<file path="src/rtl/maszyna_stanow_pkg.sv">
// maszyna_stanow_pkg: shared widths and state encoding for the serial transmitter
package maszyna_stanow_pkg;
    localparam int DATA_W = 8;
    localparam int CNT_W  = 5;
    typedef enum logic [1:0] {IDLE = 2'd0, START = 2'd1, DATA = 2'd2, STOP = 2'd3} state_t;
endpackage

</file>
<file path="src/rtl/maszyna_stanow.sv">
// maszyna_stanow: start/8-data/stop serial transmitter, LSB first, registered txd
module maszyna_stanow #(
    parameter int DATA_W = maszyna_stanow_pkg::DATA_W
) (
    input  logic              clk,
    input  logic              rst,
    input  logic              send,
    input  logic [DATA_W-1:0] data,
    output logic              txd,
    output logic [1:0]        state_test,
    output logic [4:0]        cnt_test
);
    import maszyna_stanow_pkg::*;
    localparam logic [CNT_W-1:0] LAST = CNT_W'(DATA_W - 1);
    state_t            state, state_n;
    logic [CNT_W-1:0]  cnt, cnt_n;
    logic [DATA_W-1:0] sh, sh_n;
    logic              txd_n;
    always_ff @(posedge clk or negedge rst) begin
        if (!rst) begin
            state <= IDLE;
            cnt   <= '0;
            sh    <= '0;
            txd   <= 1'b1;
        end else begin
            state <= state_n;
            cnt   <= cnt_n;
            sh    <= sh_n;
            txd   <= txd_n;
        end
    end
    always_comb begin
        state_n = IDLE;
        case (state)
            IDLE:    state_n = send ? START : IDLE;
            START:   state_n = DATA;
            DATA:    state_n = (cnt == LAST) ? STOP : DATA;
            default: state_n = IDLE;
        endcase
    end
    // txd is registered, so it is computed from the state being entered
    always_comb begin
        cnt_n = (state == DATA && state_n == DATA) ? cnt + 1'b1 : '0;
        sh_n  = (state == IDLE && send) ? data : (state_n == DATA) ? sh >> 1 : sh;
        txd_n = (state_n == START) ? 1'b0 : (state_n == DATA) ? sh[0] : 1'b1;
    end
    assign state_test = state;
    assign cnt_test   = cnt;
endmodule

</file>
<file path="config.mk">
export PLATFORM = sky130hd
export DESIGN_NAME = maszyna_stanow
export DESIGN_NICKNAME = d
export VERILOG_FILES = /design/src/rtl/maszyna_stanow_pkg.sv /design/src/rtl/maszyna_stanow.sv
export SDC_FILE = /design/constraint.sdc
export NUM_CORES = 1
export LEC_CHECK = 0
export CORE_MARGIN = 5
export CORE_UTILIZATION = 45
export DETAILED_ROUTE_END_ITERATION = 8
export PLACE_DENSITY = 0.74
export SYNTH_ARGS = -nofsm -noshare
export SYNTH_HDL_FRONTEND = slang
export SYNTH_SLANG_ARGS = --single-unit
</file>
<file path="constraint.sdc">
create_clock -name clk -period 1.4 [get_ports clk]
set_input_delay 0.14 -clock clk [delete_from_list [all_inputs] [get_ports clk]]
set_output_delay 0.14 -clock clk [all_outputs]
set_load 0.005 [all_outputs]
</file>
==> metrics.md <==
| Metric | Value |
|---|---|
| Pleak | ~0.69 nW |
| Clock Sinks | 16 |
| Fin Hold WS | 0.1537 ns |
| Syn_area_per_cell | about 9.7 um2 |
| PnR worst setup slack | -0.08417 ns |
| Cell area after layout | roughly 0.0015 mm2 |
| Critical path arrival | around 1.7 ns |
| Worst VDD drop | around 1.5 mV |
| Vias/cell | about 5.7 |
| Largest buffer count on any clock path | 2 |
| Synthesis-to-layout area growth | 51.55% |
| ANT nets after route | 0 |
| Drt pass-1 iters | 4 |
| Core area | ~0.002 mm2 |
| GRT overflow | 0 |
| Min-Delay Path Class | in -> async |
| CP Max Fanout | 8 |
| Layout cell share with drive strength beyond 1 | 0.3139 |
| Dpl hpwl | about 1800 um |
| Total number of yosys warnings | 0 |
| Clock tree from TritonCTS | yes |
| Least-Margin Pin Slew | about 0.37 ns |
| Unique masters post-synth | 30 |
| # H-tree levels | 1 |
| Ant diodes | 0 |
| Critical path type | reg -> reg |
| First-pass GRT wire length | roughly 4300 um |
| # IOs | 19 |
| WP data required | 1.58 ns |
| Die span in y | approximately 56 um |
| Cells after Synth | 100 |
| CTS Hold Bufs | 0 |
| Crit path time final | between 1 and 1.5 ns |
| Worst slew margin | 0.7493 |
| Clk slew on worst S/H paths | about 0.10 ns |
| Final Hold Vio Count | 0 |
| RSZ-0062 raised after global routing | true |
| Routed WL | 2841 um |
| Sequential share of the synthesized area | 0.4147 |
| Final GP Congestion | ~0.74 |
| Synth async-reset ratio | 1.000 |
| Met1 global-route usage | 0.1992 |
| Met3 Resource Use GR | 0.03670 |
| Dominant synthesized flop cell | dfrtp_1 |
| DR vias | approximately 940 |
| Clock Skews | 0.004197 ns |
| Failing checks | setup timing |
| Die Wd | roughly 56 um |
| DRC viols | 0 |
| Post-synthesis sequential element count | 16 |
| Final worst path period share | 1.060 |
| TritonCTS Buffers | 3 |
| Drt wl/cell | roughly 17 um |
| Die area | between 0.003 and 0.004 mm2 |
| Top post-synthesis cells by area | dfrtp_1, mux2i_1, o211ai_1 |
| Status | finished with violations |
| Initial antenna violation count | 0 |
| Fmax | approximately 0.67 GHz |
| Largest net degree at the start of global routing | 23 |
| Critical Path Sink Type | register |
| Leading area contributor after synthesis | dfrtp_1 |
| Number of port buffers | 18 |
| GRT met2 Usage | 0.3038 |
| Gr usage total | 0.1729 |
| Synth top area share | 0.3876 |
| Most Crowded Layer GR | met2 |
| Clock latency on the worst-skew pair | roughly 0.30 ns |
| Final nets | around 150 |
| Number of DRC markers in iteration 0 | 24 |
| Root cell of the clock tree | clkbuf_4 |
| PD cells | roughly 1800 mW/mm2 |
| Vias in the first global route | 954 |
| DP Area | roughly 0.0013 mm2 |
| Final slew viol count | 0 |
| Number of synthesized flops with an enable pin | 0 |
| Most frequent cell after synthesis | dfrtp_1 |
| Register area | 402.9 um2 |
| Endpoints failing setup | 15 |
| Initial Utilization | 0.4838 |
| Synthesized cell area | 968.4 um2 |
| MaxCap Viol Count | 0 |
| Area occupied by multi-input gates | ~600 um2 |
| Fillers | between 150 and 200 |
| Post-synth top cells | dfrtp_1, nand3_1, and2_1 |
| Syn Nets | ~120 |
| # rows | 16 |
| Startpoint Class | register |
| Total power | 2.661 mW |
[final timing paths]
| path | startpoint | endpoint | slack (ns) | depth (start not counted) |
|---|---|---|---|---|
| min in group clk | data[5] | sh[5] | 0.46 | 3 |
| max in group asynchronous | rst | txd | 1.00 | 2 |
| setup / recovery | state_test[1] | sh[2] | -0.08 | 5 |
| hold / removal | rst | sh[2] | 0.15 | 2 |
| setup reg to reg | state_test[1] | sh[2] | -0.08 | 5 |
| hold reg to reg | cnt_test[0] | cnt_test[0] | 0.55 | 2 |
[metrics by stage]
| step | utilization | setup WS (ns) | std cells | TNS (ns) |
|---|---|---|---|---|
| 2_1_floorplan | - | 0.006053 | 100 | 0 |
| 3_3_place_gp | 0.6431 | -0.05006 | 154 | -0.2462 |
| 3_5_place_dp | 0.6431 | -0.1193 | 154 | -0.6922 |
| 4_1_cts | 0.6819 | -0.07017 | 162 | -0.4504 |
| 5_1_grt | 0.7331 | -0.2144 | 164 | -2.421 |
| 6_report | 0.7331 | -0.08417 | 164 | -0.8346 |
[cells in the final DEF, fill, tap and decap left out, types with 2 or more instances in the layout]
cell,netlist,routed
dfrtp_1,15,14
ha_4,0,2
clkdlybuf4s50_1,0,11
inv_1,5,4
xor2_1,2,2
buf_6,0,2
clkbuf_4,0,3
mux2i_1,7,7
dlygate4sd2_1,0,6
nor2b_1,7,7
a211oi_2,0,4
and2_1,8,8
nand4_1,7,7
buf_4,0,18
o211ai_1,7,7
nand3_1,9,9
[what timing repair did]
item,CTS,global route
setup endpoints to repair,21,16
cloned,0,1
buffers inserted,4,1
gates resized for setup,14,13
pin swaps,3,17
[worst max-delay path: stages, from the launching register on]
cell and delay (ns):
dfrtp_1 0.44, buf_4 0.16, ha_2 0.17, or2_4 0.29, o211ai_1 0.20, nand3_1 0.10
[cell families (layout without fill, tap and decap cells)]
kind of cell	after synthesis	after routing	synth area share
mux	7	7	0.07235
simple gates	41	41	0.2519
buf+inv	12	49	0.05038
compound gates	17	17	0.1318
xor+xnor	3	3	0.02714
flops	16	16	0.4147
fa+ha+maj	4	4	0.05168
[routing by layer]
| layer | vias up | share of wire |
|---|---|---|
| met2 | 20 | 0.53 |
| li1 | 438 | - |
| met5 | - | 0 |
| met3 | 6 | 0.042 |
| met1 | 472 | 0.40 |
| met4 | 0 | 0.022 |
[registers in the layout, indices dropped and copies added (netlist names)]
name and count:
sh 8, cnt_test 5, state_test 2, txd 1
[final cells by class]
type	count	share of cell area
clock buffer	4	0.02472
sequential	16	0.2745
inverter	5	0.01279
tap	27	0.02302
multi-input combinational	72	0.4075
timing repair buffer	40	0.2575
[power by group]
group | total [mW] | switching, mW | internal, mW | leakage [nW]
clock network | 0.326 | 0.167 | 0.159 | 0.0210
registers | 0.753 | 0.117 | 0.635 | 0.204
logic | 1.58 | 0.785 | 0.797 | 0.464
No activity file was read; power rests on OpenSTA's default activity.
